`config.mk`:
```
export PLATFORM = sky130hd
export DESIGN_NAME = fir_out_stage_flat
export DESIGN_NICKNAME = d
export VERILOG_FILES = /design/src/rtl/fir_out_stage_if.sv /design/src/rtl/fir_out_stage.sv /design/src/flat_wrapper.sv
export SDC_FILE = /design/constraint.sdc
export NUM_CORES = 1
export LEC_CHECK = 0
export CAP_MARGIN = 20
export CORE_UTILIZATION = 25
export CTS_CLUSTER_DIAMETER = 40
export CTS_CLUSTER_SIZE = 16
export DETAILED_ROUTE_END_ITERATION = 10
export GPL_TIMING_DRIVEN = 0
export MAX_ROUTING_LAYER = met4
export PLACE_DENSITY_LB_ADDON = 0.3
export SLEW_MARGIN = 20
export SYNTH_ARGS = -nofsm -noshare
export SYNTH_HDL_FRONTEND = slang
export SYNTH_SLANG_ARGS = --single-unit
export TNS_END_PERCENT = 50
```
`constraint.sdc`:
```
create_clock -name clk -period 3.2 [get_ports clk]
set_clock_uncertainty 0.05 [all_clocks]
set_input_delay 0.64 -clock clk [delete_from_list [all_inputs] [get_ports clk]]
set_output_delay 0.64 -clock clk [all_outputs]
set_load 0.02 [all_outputs]
```
`src/rtl/fir_out_stage_if.sv`:
```
// Stream bundle between the FIR output stage and its producer/consumer.
// The producer side drives filter results in and takes conditioned samples out.
interface fir_out_stage_if #(
    parameter int IN_WIDTH  = 32,
    parameter int OUT_WIDTH = 16
);
    logic                        in_valid;
    logic signed [IN_WIDTH-1:0]  in_data;
    logic                        out_valid;
    logic                        out_ready;
    logic signed [OUT_WIDTH-1:0] out_data;

    modport master (
        output in_valid,
        output in_data,
        output out_ready,
        input  out_valid,
        input  out_data
    );

    modport slave (
        input  in_valid,
        input  in_data,
        input  out_ready,
        output out_valid,
        output out_data
    );
endinterface

```
`src/rtl/fir_out_stage.sv`:
```
// Rounds, saturates and decimates the FIR result, then buffers kept samples in a
// first-word-fall-through FIFO with sticky saturation/overflow flags.
module fir_out_stage #(
    parameter int IN_WIDTH   = 32,
    parameter int OUT_WIDTH  = 16,
    parameter int FRAC_SHIFT = 15,
    parameter int DECIM      = 4,
    parameter int FIFO_DEPTH = 4
) (
    input  logic                          clk,
    input  logic                          rst_n,
    fir_out_stage_if.slave                bus,
    input  logic                          clr_flags,
    output logic [$clog2(FIFO_DEPTH):0]   fifo_level,
    output logic                          sat_flag,
    output logic                          ovf_flag
);
    localparam int PTR_W  = $clog2(FIFO_DEPTH);
    localparam int LVL_W  = PTR_W + 1;
    localparam int DCNT_W = (DECIM > 1) ? $clog2(DECIM) : 1;

    localparam logic [DCNT_W-1:0] DCNT_LAST = DCNT_W'(DECIM - 1);
    localparam logic [LVL_W-1:0]  LVL_FULL  = LVL_W'(FIFO_DEPTH);

    // Half an output LSB; shifting first keeps FRAC_SHIFT=0 free of a negative shift.
    localparam logic signed [IN_WIDTH:0] RND =
        ((IN_WIDTH+1)'(1) << FRAC_SHIFT) >> 1;
    localparam logic signed [IN_WIDTH:0] SAT_MAX =
        {{(IN_WIDTH+2-OUT_WIDTH){1'b0}}, {(OUT_WIDTH-1){1'b1}}};
    localparam logic signed [IN_WIDTH:0] SAT_MIN =
        {{(IN_WIDTH+2-OUT_WIDTH){1'b1}}, {(OUT_WIDTH-1){1'b0}}};
    localparam logic signed [OUT_WIDTH-1:0] OUT_MAX = {1'b0, {(OUT_WIDTH-1){1'b1}}};
    localparam logic signed [OUT_WIDTH-1:0] OUT_MIN = {1'b1, {(OUT_WIDTH-1){1'b0}}};

    logic signed [IN_WIDTH:0]    rounded;
    logic signed [IN_WIDTH:0]    shifted;
    logic                        sat_hi;
    logic                        sat_lo;
    logic signed [OUT_WIDTH-1:0] cond_data;
    logic                        keep;
    logic                        sat_event;

    logic [DCNT_W-1:0]           dcnt;
    logic                        stage_valid;
    logic signed [OUT_WIDTH-1:0] stage_data;

    logic signed [OUT_WIDTH-1:0] mem [FIFO_DEPTH];
    logic [PTR_W-1:0]            wr_ptr;
    logic [PTR_W-1:0]            rd_ptr;
    logic [LVL_W-1:0]            level;
    logic                        has_data;
    logic                        full;
    logic                        pop;
    logic                        push_ok;
    logic                        ovf_event;

    always_comb begin
        rounded   = $signed({bus.in_data[IN_WIDTH-1], bus.in_data}) + RND;
        shifted   = rounded >>> FRAC_SHIFT;
        sat_hi    = shifted > SAT_MAX;
        sat_lo    = shifted < SAT_MIN;
        cond_data = shifted[OUT_WIDTH-1:0];
        if (sat_hi) begin
            cond_data = OUT_MAX;
        end else if (sat_lo) begin
            cond_data = OUT_MIN;
        end
        keep      = bus.in_valid && (dcnt == '0);
        sat_event = keep && (sat_hi || sat_lo);
    end

    // A push into a full FIFO is only accepted when the head leaves on the same edge.
    always_comb begin
        has_data  = (level != '0);
        full      = (level == LVL_FULL);
        pop       = has_data && bus.out_ready;
        push_ok   = stage_valid && (!full || pop);
        ovf_event = stage_valid && full && !pop;
    end

    assign bus.out_valid = has_data;
    assign bus.out_data  = has_data ? mem[rd_ptr] : '0;
    assign fifo_level    = level;

    always_ff @(posedge clk) begin
        if (!rst_n) begin
            dcnt        <= '0;
            stage_valid <= 1'b0;
            stage_data  <= '0;
        end else begin
            stage_valid <= keep;
            if (keep) begin
                stage_data <= cond_data;
            end
            if (bus.in_valid) begin
                dcnt <= (dcnt == DCNT_LAST) ? '0 : dcnt + DCNT_W'(1);
            end
        end
    end

    always_ff @(posedge clk) begin
        if (push_ok) begin
            mem[wr_ptr] <= stage_data;
        end
    end

    always_ff @(posedge clk) begin
        if (!rst_n) begin
            wr_ptr <= '0;
            rd_ptr <= '0;
            level  <= '0;
        end else begin
            if (push_ok) begin
                wr_ptr <= wr_ptr + PTR_W'(1);
            end
            if (pop) begin
                rd_ptr <= rd_ptr + PTR_W'(1);
            end
            case ({push_ok, pop})
                2'b10:   level <= level + LVL_W'(1);
                2'b01:   level <= level - LVL_W'(1);
                default: level <= level;
            endcase
        end
    end

    // A set event on the same edge as clr_flags leaves the flag set.
    always_ff @(posedge clk) begin
        if (!rst_n) begin
            sat_flag <= 1'b0;
            ovf_flag <= 1'b0;
        end else begin
            sat_flag <= sat_event || (sat_flag && !clr_flags);
            ovf_flag <= ovf_event || (ovf_flag && !clr_flags);
        end
    end
endmodule

```
`src/flat_wrapper.sv`:
```
// flat-port wrapper written by rule: the top's interface ports become plain ports
module fir_out_stage_flat 
#(
    parameter int IN_WIDTH   = 32,
    parameter int OUT_WIDTH  = 16,
    parameter int FRAC_SHIFT = 15,
    parameter int DECIM      = 4,
    parameter int FIFO_DEPTH = 4
)
  (clk, rst_n, clr_flags, fifo_level, sat_flag, ovf_flag, bus_in_valid, bus_in_data, bus_out_ready, bus_out_valid, bus_out_data);
  fir_out_stage_if #(.IN_WIDTH(IN_WIDTH), .OUT_WIDTH(OUT_WIDTH)) bus_i ();
  input  logic clk;
  input  logic rst_n;
  input  logic clr_flags;
  output logic [$clog2(FIFO_DEPTH):0] fifo_level;
  output logic sat_flag;
  output logic ovf_flag;
  input wire logic [$bits(bus_i.in_valid)-1:0] bus_in_valid;
  input wire logic [$bits(bus_i.in_data)-1:0] bus_in_data;
  input wire logic [$bits(bus_i.out_ready)-1:0] bus_out_ready;
  output wire logic [$bits(bus_i.out_valid)-1:0] bus_out_valid;
  output wire logic [$bits(bus_i.out_data)-1:0] bus_out_data;
  assign bus_i.in_valid = bus_in_valid;
  assign bus_i.in_data = bus_in_data;
  assign bus_i.out_ready = bus_out_ready;
  assign bus_out_valid = bus_i.out_valid;
  assign bus_out_data = bus_i.out_data;
  fir_out_stage #(.IN_WIDTH(IN_WIDTH), .OUT_WIDTH(OUT_WIDTH), .FRAC_SHIFT(FRAC_SHIFT), .DECIM(DECIM), .FIFO_DEPTH(FIFO_DEPTH)) u_core (.clk(clk), .rst_n(rst_n), .bus(bus_i), .clr_flags(clr_flags), .fifo_level(fifo_level), .sat_flag(sat_flag), .ovf_flag(ovf_flag));
endmodule
```
Word level (Yosys, flattened, before mapping)
Memories as Yosys holds them, arrays and structs flattened. A register that Yosys moved wholly into a read port is not among the register bits.
Index checks and enable logic that the tools add are counted.
Word-level totals
  bits in registers: 28
  latch bits: 0
  RAM bits: 64
  bits in read-only memories: 0
  output and inout bits: 22
  memories kept: 1
Operators by class
  add/sub/neg operators: 6
  multiply operators: 0
  div/mod/pow operators: 0
  magnitude comparators: 2
  equality and inequality tests: 4
  shift operators: 0
  muxes and demuxes: 9
  bitwise operators: 0
  reductions and logical operators: 18
Memories
  u_core.mem: depth 4, bits a word 16, read ports 1, clocked after Yosys merged registers in 1, write ports 1, line fir_out_stage.sv:47  | logic signed [OUT_WIDTH-1:0] mem [FIFO_DEPTH];
Operator list (number)
  $mux W16: 3
  $add A32 B16 Y33 const B: 1
  $gt A18 B16 Y1 const B: 1
  $lt A18 B16 Y1 const B: 1
  $logic_and A1 B1 Y1: 8
  $add A2 B1 Y2 const B: 3
  $mux W2: 3
  $pmux W3 S2: 1
  $eq A2 B2 Y1 const B: 2
  $logic_or A1 B1 Y1: 4
  $add A3 B1 Y3 const B: 1
  $eq A3 B3 Y1 const B: 1
  $logic_not A1 Y1: 3
  $reduce_bool A3 Y1: 1
  $sub A3 B1 Y3 const B: 1
  $eq A2 B1 Y1 const B: 1
  $logic_not A2 Y1: 1
  $mux W1: 2
  $reduce_bool A2 Y1: 1

Longest topological paths before layout
  depth after elaboration: 6
  gate-level depth with buffers: 10
  mapped depth without buffers: 9

Least setup slack after synthesis
Ideal clock, no wire load.
  kind: in2reg
  from: input bus_out_ready
  to: register u_core.level[2], in the netlist u_core.fifo_level[2]
  arrival time: 2395 ps
  required time: 3074 ps
  path slack: 679 ps
  cell stages on the path: 10
  path through: nor4b_1 nor2b_1 clkbuf_1 inv_1 ha_1 inv_1 fa_1 xor2_1 or3_1 a21boi_0
On the way
  longest elaborated chain between the ends: 5
Ends and longest elaborated chain
  start, declared: line flat_wrapper.sv:20  | input wire logic [$bits(bus_i.out_ready)-1:0] bus_out_ready;
  $logic_and A1 B1 Y1 (*): line fir_out_stage.sv:76  | pop = has_data && bus.out_ready;
  $logic_or A1 B1 Y1: line fir_out_stage.sv:77  | push_ok = stage_valid && (!full || pop);
  $logic_and A1 B1 Y1: line fir_out_stage.sv:77
  $eq A2 B1 Y1 / $eq A2 B2 Y1 (equally long branches): line fir_out_stage.sv:119  | case ({push_ok, pop})
  $pmux W3 S2 / $reduce_bool A2 Y1 (equally long branches)
  end signal, assigned: line fir_out_stage.sv:120  | 2'b10: level <= level + LVL_W'(1);
  end signal, assigned: line fir_out_stage.sv:121  | 2'b01: level <= level - LVL_W'(1);
  end signal, assigned: line fir_out_stage.sv:122  | default: level <= level;
  end, declared: line fir_out_stage.sv:50  | logic [LVL_W-1:0] level;
Mark *: on every way between the ends. The rest lies on a longest branch, timed or not.
A chain may end at the register's enable or synchronous reset.

==> results.ini <==
[status]
status=completed

[synth]
ys_ff_latch=94
syn_nets=340
seq_area_frac_synth=0.608
avgSynthCellArea_um2=14.1
synth_cell_types=41
synth-edff-count=64
syn-instance-count=294
yosysWarnings=0
syn_area_um2=4150
async_flop_share=0
synthFlopType=edfxtp_1

[setup_path]
crit_type=reg2out
required_ns=2.51
path_max_fanout=10
cp_data_arrival_time_ns=2.30
rr_startpoint=u_core.fifo_level[0]
startpoint_type=flip-flop
critPathCaptureType=output port

[job]
maxCapViolCount=0

[sta]
finalMaxSlewViolations=0
relSlewSlack=0.429
final-setup-viol-count=0
tightestPinTransition_ns=0.857
rsz0062_at_grt=no
finalCriticalPeriod_ns=2.99
fin_crit_sh=0.936
fin_tns_setup_ns=0
hold_viol_final=0
max_freq_mhz=334

[final_layout]
drive_gt1_frac=0.179
finish.instance_area_um2=5150
fillers=1570
fin_nets=392
postLayoutCoreUtil=0.321
final_cells=567
area_delta_synth_final_pct=24.3
diodes=0
layout.cells.most_common_list=edfxtp_1 (64), clkdlybuf4s50_1 (43), dfxtp_1 (29)
final_common_cell=edfxtp_1

[power_and_ir_drop]
p_switching_mw=0.993
switching_share=0.284
internal_power_mw=2.50
combPwrFrac=0.277
vdd.ir_drop.worst_mv=0.246
p_leak_nw=1.70
power.density_nw_per_um2=678
power_mw=3.50
p_seq_frac=0.419
power.share.clock=0.304

[cts]
clock-root-buffer=clkbuf_16
numCtsBuffers=9
clock_path_buffers=2
cts_max_level=3
post-cts-setup-buffers=0
clkLatencyLatePin_ns=0.33
cts_hold_buf=0
cts.sinks=94
cts.clk_slew.worst_paths_ns=0.07
cts_tree=done

[placed_design]
gp_congestion=0.742
portBuffers=43
dpl_cell_area_um2=4850
dp_hpwl_um=5710
placed_cells=553

[floorplan]
die_w_um=131
rows=46
die_h_um=131
core-area_um2=16100
ioPinCount=59
initial_core_util=0.258
dieArea_um2=17100

[routing]
vias=2446
routed_wl_um=7800
vias_per_cell=4.31
drt_drc_violations_left=0
wl_per_cell_um=13.8
drt_iter0_markers=145
detail-route-antenna-nets=0
firstDrtPassIters=4

[global_route]
grt_max_degree=18
grt_overflow=0
grt_util_all_layers=0.104
grt_pass1_wl_um=13000
grt_pass1_vias=2450
antenna_found_initial=0

[worst_hold_path]
hold_class=reg2reg
hold_path.startpoint=u_core.stage_data[14]

## power groups by stage
stage	Sequential (mW)	Combinational (mW)	Clock [mW]
final	1.46	0.969	1.06
after global routing	1.48	1.07	1.14
after CTS	1.46	0.992	1.09
after detailed placement	1.47	1.01	0
after global placement	1.46	1.00	0
after floorplan	1.46	0.601	0
## flip-flops by register name (all words and copies together), names as in the netlist, named ones only
signal / cells
u_core.ovf_flag: 1
u_core.fifo_level: 3
u_core.wr_ptr: 2
u_core.sat_flag: 1
u_core.dcnt: 2
u_core.rd_ptr: 2
u_core.stage_data: 16
u_core.mem: 64
u_core.stage_valid: 1
## synth_stat cells, types with 3 or more instances
master	count	area [um2]
a21oi_1	14	70.1
a22oi_1	3	22.5
and2_1	26	163
clkbuf_1	11	41.3
dfxtp_1	30	601
edfxtp_1	64	1920
ha_1	8	100
inv_1	12	45.0
mux4_2	16	360
nand2_1	12	45.0
nand3_1	4	20.0
nor2_1	6	22.5
nor2b_1	9	56.3
nor4_1	4	25.0
o21ai_0	7	35.0
o221a_2	15	169
or3_1	5	31.3
xnor2_1	13	114
xor2_1	4	35.0
## area by class of cell
| class | instances | area [um2] | area share |
|---|---|---|---|
| Clock buffer | 9 | 225 | 0.0437 |
| Buffer | 14 | 81.3 | 0.0158 |
| Timing Repair Buffer | 43 | 430 | 0.0835 |
| Tap cell | 216 | 270 | 0.0524 |
| Inverter | 12 | 45.0 | 0.00874 |
| Clock inverter | 7 | 77.6 | 0.0150 |
| Multi-Input combinational cell | 172 | 1500 | 0.291 |
| Sequential cell | 94 | 2520 | 0.490 |
## cells by family (layout without fill, tap and decap cells)
logic type	after synthesis	count (layout)	synth area share
AND/OR/NAND/NOR	79	79	0.112
multiplexers	18	18	0.0917
AO/OA/AOI/OAI	49	49	0.0938
buffers and inverters	28	85	0.0296
adder cells (fa/ha/maj)	9	9	0.0290
flip-flops	94	94	0.608
XOR/XNOR	17	17	0.0359
## worst max-delay path, stage by stage (launching register included)
cell and delay [ns]:
dfxtp_2 0.48, buf_6 0.24, mux4_2 0.54, and2_1 0.18, clkdlybuf4s50_1 0.54
## layer usage
layer / track usage / vias up / routed length (um)
met5: - / - / 0
met4: 0.0365 / 0 / 83
met1: 0.137 / 1168 / 3930
met2: 0.158 / 51 / 3490
met3: 0.0244 / 6 / 288
li1: - / 1221 / -
## stage by stage
| stage | setup WS [ns] | hold slack, ns |
|---|---|---|
| final | 0.206 | 0.463 |
| after global routing | 0.00110 | 0.477 |
| after CTS | 0.0474 | 0.466 |
| after detailed placement | -0.138 | 0.442 |
| after global placement | -0.138 | 0.435 |
| after floorplan | 0.679 | 0.402 |
## worst paths after layout
| check | end | slack, ns | cells past startpoint |
|---|---|---|---|
| min | u_core.mem[3][14] | 0.46 | 0 |
| max reg2reg | u_core.fifo_level[2] | 0.57 | 10 |
| max | bus_out_data[5] | 0.21 | 4 |
| min reg2reg | u_core.mem[3][14] | 0.46 | 0 |
## repair_timing
item	CTS	global route
resized for setup	4	3
endpoints found under the setup margin	10	10
endpoints found under the hold margin	0	0
(Power assumes the default switching activity.)
